<file path="src/rtl/msg_arbiter.sv">
// Ring-node message arbiter: one-entry outbound slot shared by forwarded ring traffic and round-robin local requesters.
// Optional build macro MSG_ARBITER_FAIRNESS_EN forces a local grant after FWD_LIMIT consecutive forward grants.
module msg_arbiter #(
    parameter int                   NUM_REQ   = 4,
    parameter int                   PROC_BITS = 4,
    parameter int                   DATA_SIZE = 32,
    parameter logic [PROC_BITS-1:0] PROC_ID   = '0,
    parameter int                   FWD_LIMIT = 4
) (
    input  logic                           clk_in,
    input  logic                           rst_in,
    input  logic [NUM_REQ-1:0]             req_valid_in,
    input  logic [NUM_REQ*DATA_SIZE-1:0]   req_addr_in,
    output logic [NUM_REQ-1:0]             req_ready_out,
    input  logic                           net_valid_in,
    input  logic [DATA_SIZE+PROC_BITS-1:0] net_msg_in,
    output logic                           net_ready_out,
    output logic                           out_valid_out,
    output logic [DATA_SIZE+PROC_BITS-1:0] out_msg_out,
    input  logic                           out_ready_in,
    output logic                           local_valid_out,
    output logic [DATA_SIZE-1:0]           local_data_out
);

    localparam int PTR_W = $clog2(NUM_REQ);
    localparam int MSG_W = DATA_SIZE + PROC_BITS;

    typedef enum logic {SLOT_EMPTY, SLOT_FULL} slot_t;

    slot_t                 r_slot, w_slot_nxt;
    logic [MSG_W-1:0]      r_out_msg;
    logic [PTR_W-1:0]      r_rr_ptr;
    logic                  r_local_valid;
    logic [DATA_SIZE-1:0]  r_local_data;

    logic [PROC_BITS-1:0]  w_dest;
    logic [DATA_SIZE-1:0]  w_payload;
    logic                  w_is_local;
    logic                  w_slot_free;
    logic                  w_any_req;
    logic                  w_force_local;
    logic                  w_fwd_take;
    logic                  w_local_take;
    logic                  w_grant_found;
    logic                  w_grant_en;
    logic [PTR_W-1:0]      w_grant_idx;
    logic [PTR_W-1:0]      w_next_ptr;
    logic [PTR_W-1:0]      w_scan_idx;
    int unsigned           w_scan;
    logic [DATA_SIZE-1:0]  w_grant_addr;
    logic                  w_load;
    logic [MSG_W-1:0]      w_load_msg;

    assign w_dest      = net_msg_in[PROC_BITS-1:0];
    assign w_payload   = net_msg_in[MSG_W-1:PROC_BITS];
    assign w_is_local  = (w_dest == PROC_ID);
    assign w_slot_free = (r_slot == SLOT_EMPTY) || out_ready_in;
    assign w_any_req   = |req_valid_in;

`ifdef MSG_ARBITER_FAIRNESS_EN
    localparam int CNT_W = $clog2(FWD_LIMIT + 1);
    logic [CNT_W-1:0] r_fwd_cnt;

    assign w_force_local = w_any_req && (32'(r_fwd_cnt) >= FWD_LIMIT);

    // Counts forward wins only while a local requester is starved; saturates at the limit.
    always_ff @(posedge clk_in) begin
        if (rst_in) begin
            r_fwd_cnt <= '0;
        end else if (w_grant_en) begin
            r_fwd_cnt <= '0;
        end else if (w_fwd_take && w_any_req && (32'(r_fwd_cnt) < FWD_LIMIT)) begin
            r_fwd_cnt <= r_fwd_cnt + 1'b1;
        end
    end
`else
    logic w_unused_fwd_limit;
    assign w_unused_fwd_limit = (FWD_LIMIT != 0);
    assign w_force_local      = 1'b0;
`endif

    assign w_fwd_take    = !rst_in && net_valid_in && !w_is_local && w_slot_free && !w_force_local;
    assign w_local_take  = !rst_in && net_valid_in && w_is_local;
    assign net_ready_out = w_fwd_take || w_local_take;

    always_comb begin
        w_grant_found = 1'b0;
        w_grant_idx   = '0;
        w_next_ptr    = r_rr_ptr;
        w_scan        = 0;
        w_scan_idx    = '0;
        for (int unsigned k = 0; k < NUM_REQ; k++) begin
            w_scan     = (32'(r_rr_ptr) + k) % NUM_REQ;
            w_scan_idx = PTR_W'(w_scan);
            if (!w_grant_found && req_valid_in[w_scan_idx]) begin
                w_grant_found = 1'b1;
                w_grant_idx   = w_scan_idx;
                w_next_ptr    = PTR_W'((w_scan + 1) % NUM_REQ);
            end
        end
    end

    assign w_grant_en    = !rst_in && w_slot_free && !w_fwd_take && w_grant_found;
    assign req_ready_out = w_grant_en ? (NUM_REQ'(1) << w_grant_idx) : '0;
    assign w_grant_addr  = req_addr_in[w_grant_idx*DATA_SIZE +: DATA_SIZE];
    assign w_load        = w_fwd_take || w_grant_en;
    assign w_load_msg    = w_fwd_take ? net_msg_in
                                      : {w_grant_addr, w_grant_addr[DATA_SIZE-1 -: PROC_BITS]};

    always_ff @(posedge clk_in) begin
        if (rst_in) r_slot <= SLOT_EMPTY;
        else        r_slot <= w_slot_nxt;
    end

    always_comb begin
        w_slot_nxt = r_slot;
        case (r_slot)
            SLOT_EMPTY: if (w_load) w_slot_nxt = SLOT_FULL;
            SLOT_FULL:  if (out_ready_in && !w_load) w_slot_nxt = SLOT_EMPTY;
            default:    w_slot_nxt = SLOT_EMPTY;
        endcase
    end

    always_ff @(posedge clk_in) begin
        if (rst_in) begin
            r_out_msg     <= '0;
            r_rr_ptr      <= '0;
            r_local_valid <= 1'b0;
            r_local_data  <= '0;
        end else begin
            if (w_load)       r_out_msg    <= w_load_msg;
            if (w_grant_en)   r_rr_ptr     <= w_next_ptr;
            r_local_valid <= w_local_take;
            if (w_local_take) r_local_data <= w_payload;
        end
    end

    assign out_valid_out   = (r_slot == SLOT_FULL);
    assign out_msg_out     = r_out_msg;
    assign local_valid_out = r_local_valid;
    assign local_data_out  = r_local_data;

endmodule

</file>
<file path="config.mk">
export PLATFORM = sky130hd
export DESIGN_NAME = msg_arbiter
export DESIGN_NICKNAME = d
export VERILOG_FILES = /design/src/rtl/msg_arbiter.sv
export SDC_FILE = /design/constraint.sdc
export NUM_CORES = 1
export LEC_CHECK = 0
export BUFFER_PORTS_ARGS = -buffer_cell sky130_fd_sc_hd__buf_2
export CAP_MARGIN = 20
export CORE_MARGIN = 1.5
export CORE_UTILIZATION = 48
export CTS_CLUSTER_DIAMETER = 40
export DETAILED_ROUTE_END_ITERATION = 8
export GPL_ROUTABILITY_DRIVEN = 0
export PLACE_DENSITY = 0.95
export SYNTH_ARGS = -nofsm -noshare
export SYNTH_HDL_FRONTEND = slang
export SYNTH_SLANG_ARGS = --single-unit
</file>
<file path="constraint.sdc">
create_clock -name clk_in -period 2.84 [get_ports clk_in]
set_input_delay 0.142 -clock clk_in [delete_from_list [all_inputs] [get_ports clk_in]]
set_output_delay 0.142 -clock clk_in [all_outputs]
set_load 0.005 [all_outputs]
</file>
==> flow_metrics.py <==
metrics = {
    "outcome": {
        "result_of_the_run": "completed",
    },
    "synth": {
        "synth.net_count": 690,
        "netlist_instances": 518,
        "async_reset_ff_share_pct": 0,
        "yosysSeqAreaShare_pct": 33.7,
        "synth.lib_cells_used.distinct": 46,
        "syn_avg_cell_area_um2": 8.27,
        "postSynthRegisterBits": 72,
        "post_synth_instance_area_mm2": 0.00428,
        "number_of_flops_mapped_to_enable_cells_by_yosys": 0,
        "yosysWarnings": 0,
        "yosys_most_used_dff": "dfxtp_1",
    },
    "cts": {
        "clkTransAtPathRegs_ns": 0.08,
        "cts_max_level": 3,
        "clockBufferDepth": 2,
        "cts_buffers": 9,
        "ctsResizeCount": 0,
        "post-cts-setup-buffer-count": 0,
        "worst_skew_pair.late_latency_ns": 0.34,
        "cts_num_sinks": 72,
        "postCtsHoldBufs": 0,
        "cts_root_buf": "clkbuf_8",
        "cts_tree": "built",
    },
    "cells_and_area": {
        "num-nets-final": 912,
        "diodes": 0,
        "area_growth_pct": 36.7,
        "layout.area.seq_mm2": 0.00144,
        "multi_input_area_mm2": 0.00261,
        "drive_above_1_share_pct": 41.5,
        "filler_cell_count": 720,
    },
    "power_and_ir_drop": {
        "p_per_area_mw_per_mm2": 558,
        "total_power_mw": 3.27,
        "cellLeakagePower_nw": 2.54,
        "ir_worst_vdd_mv": 0.460,
    },
    "sta": {
        "layout_min_cycle_time_ns": 2.39,
        "timing.final.crit_share_pct": 84.2,
        "fin_ws_ns": 0.450,
        "fin_skew_ns": 0.00442,
        "transition_time_at_the_pin_with_the_least_slew_margin_ns": 0.882,
        "relSlewSlack_pct": 41.2,
        "clock.fmax_mhz": 418,
        "grt_setup_unrepaired": "false",
        "finalHoldViolations": 0,
        "setup_violations": 0,
        "final.setup.tns_ns": 0,
        "final-max-slew-violation-count": 0,
        "fin_hold_ws_ns": 0.0250,
    },
    "hold_path": {
        "timing.hold.worst.class": "in2reg",
        "min_from": "net_msg_in[12]",
    },
    "setup_path": {
        "worstSetupStartpoint": "r_rr_ptr[1]",
        "critical_path.reg2reg.startpoint": "r_rr_ptr[1]",
        "timing.critical_path.required_ns": 3.05,
        "crit_type": "reg2reg",
        "worstPathArrival_ns": 2.60,
        "crit_path_start_kind": "register",
        "critical_path_peak_fanout": 18,
        "crit_path_end_kind": "register",
    },
    "global_routing": {
        "grt_pass1_wl_um": 25600,
        "vias_in_the_first_global_route": 5374,
        "grt_remaining_overflow": 0,
        "antenna_found_initial": 0,
        "grt_max_degree": 66,
        "grtUsageTotal_pct": 33.7,
    },
    "job": {
        "max_cap_violations": 0,
    },
    "floorplanning": {
        "floorplan.die.width_um": 97.4,
        "start_util_pct": 49.3,
        "die_y_um": 97.4,
        "placement_rows": 34,
        "die-area_mm2": 0.00950,
        "floorplan.io_pins": 247,
        "core-area_mm2": 0.00868,
    },
    "routing": {
        "drt-pass1-iter-count": 7,
        "routed-via-count": 5195,
        "drt_first_iter_violations": 322,
        "via_density_per_instance": 6.10,
        "total_wirelength_um": 16500,
        "postRouteAntennaNets": 0,
        "routedWlPerCell_um": 19.3,
        "drc": 0,
    },
    "place": {
        "numPortBuffers": 246,
        "pre_cts_ws_ns": 0.473,
        "dp_hpwl_um": 12500,
    },
}
-- Yosys cell counts (2+ instances only) --
cell type	instances	share of area, %
dfxtp_1	72	34
nor3b_1	56	9.8
a21oi_1	52	6.1
nand2_1	38	3.3
nand2b_1	36	5.3
o21ai_0	34	4.0
o2bb2ai_1	28	5.7
a21boi_0	27	4.7
clkbuf_1	25	2.2
buf_2	20	2.3
nor2_1	20	1.8
nor4b_1	18	3.7
inv_1	12	1.1
a21oi_2	10	2.0
nor4b_2	10	3.5
a22oi_1	5	0.88
nor2b_1	5	0.73
nor3_1	5	0.58
a2111oi_0	4	0.82
a221oi_1	4	0.82
o22ai_1	4	0.58
o32ai_1	4	0.82
buf_6	2	0.53
clkbuf_2	2	0.23
mux2i_1	2	0.47
o2111ai_1	2	0.41
o211ai_1	2	0.35
-- placed cells by master, fill, tap and decap left out, drive strengths merged, types with 10 or more instances in the layout --
master	count
a21boi	28
o21ai	35
buf	261
nand2b	36
nor2	22
a21oi	62
nor4b	28
nor3b	56
dfxtp	72
nand2	39
clkbuf	10
o2bb2ai	28
inv	12
-- report_power, final --
group          leakage, nW  internal, mW  switching [mW]
combinational         1.82         0.438           0.544
sequential           0.591          1.11          0.0899
clock                0.133         0.694           0.388
-- sequential cells by signal, indices dropped and copies added (netlist names) --
| signal | count |
|---|---|
| out_valid_out | 1 |
| r_rr_ptr | 2 |
| out_msg_out | 36 |
| local_data_out | 32 |
| local_valid_out | 1 |
-- critical path, cell delays in order (launching register included) --
cell and delay (ns):
dfxtp_1 0.47, nand2b_1 0.26, a21oi_4 0.51, buf_4 0.33
nor3b_1 0.08, nor4b_1 0.47, o2bb2ai_1 0.14
-- cells by family (layout without fill, tap and decap cells) --
kind of cell	count (synthesis)	after routing	synth area share [%]
buffers and inverters	62	288	6.52
flip-flops	72	72	33.7
AND/OR/NAND/NOR	197	197	30.2
multiplexers	3	3	0.731
AO/OA/AOI/OAI	184	184	28.9
-- final cells by class --
type	instances	share of cell area [%]
Multi-Input combinational cell	384	44.6
Tap cell	108	2.31
Clock buffer	10	2.35
Timing Repair Buffer	261	23.2
Sequential cell	72	24.6
Clock inverter	5	2.20
Inverter	12	0.770
-- final timing paths --
check,slack [ns],end,cells after the start
min reg2reg,0.47,out_msg_out[5],1
max reg2reg,0.45,out_msg_out[27],6
min,0.03,local_data_out[8],3
max,0.45,out_msg_out[27],6
-- per-stage QoR --
| stage | utilization (%) | instances | area (µm²) |
|---|---|---|---|
| 5_1_grt | 67.4 | 852 | 5850 |
| 2_1_floorplan | - | 518 | 4280 |
| 6_report | 67.4 | 852 | 5850 |
| 3_3_place_gp | 64.4 | 837 | 5590 |
| 4_1_cts | 67.4 | 852 | 5850 |
| 3_5_place_dp | 64.4 | 837 | 5590 |
-- routing by layer --
layer / up-vias / wire length [µm] / GRT usage [%]
met1: 2365 / 5700 / 35.7
met2: 376 / 7920 / 57.5
met5: - / 0 / 0
met3: 113 / 1760 / 11.0
met4: 0 / 1090 / 21.8
li1: 2341 / - / -
(Power assumes the default switching activity.)
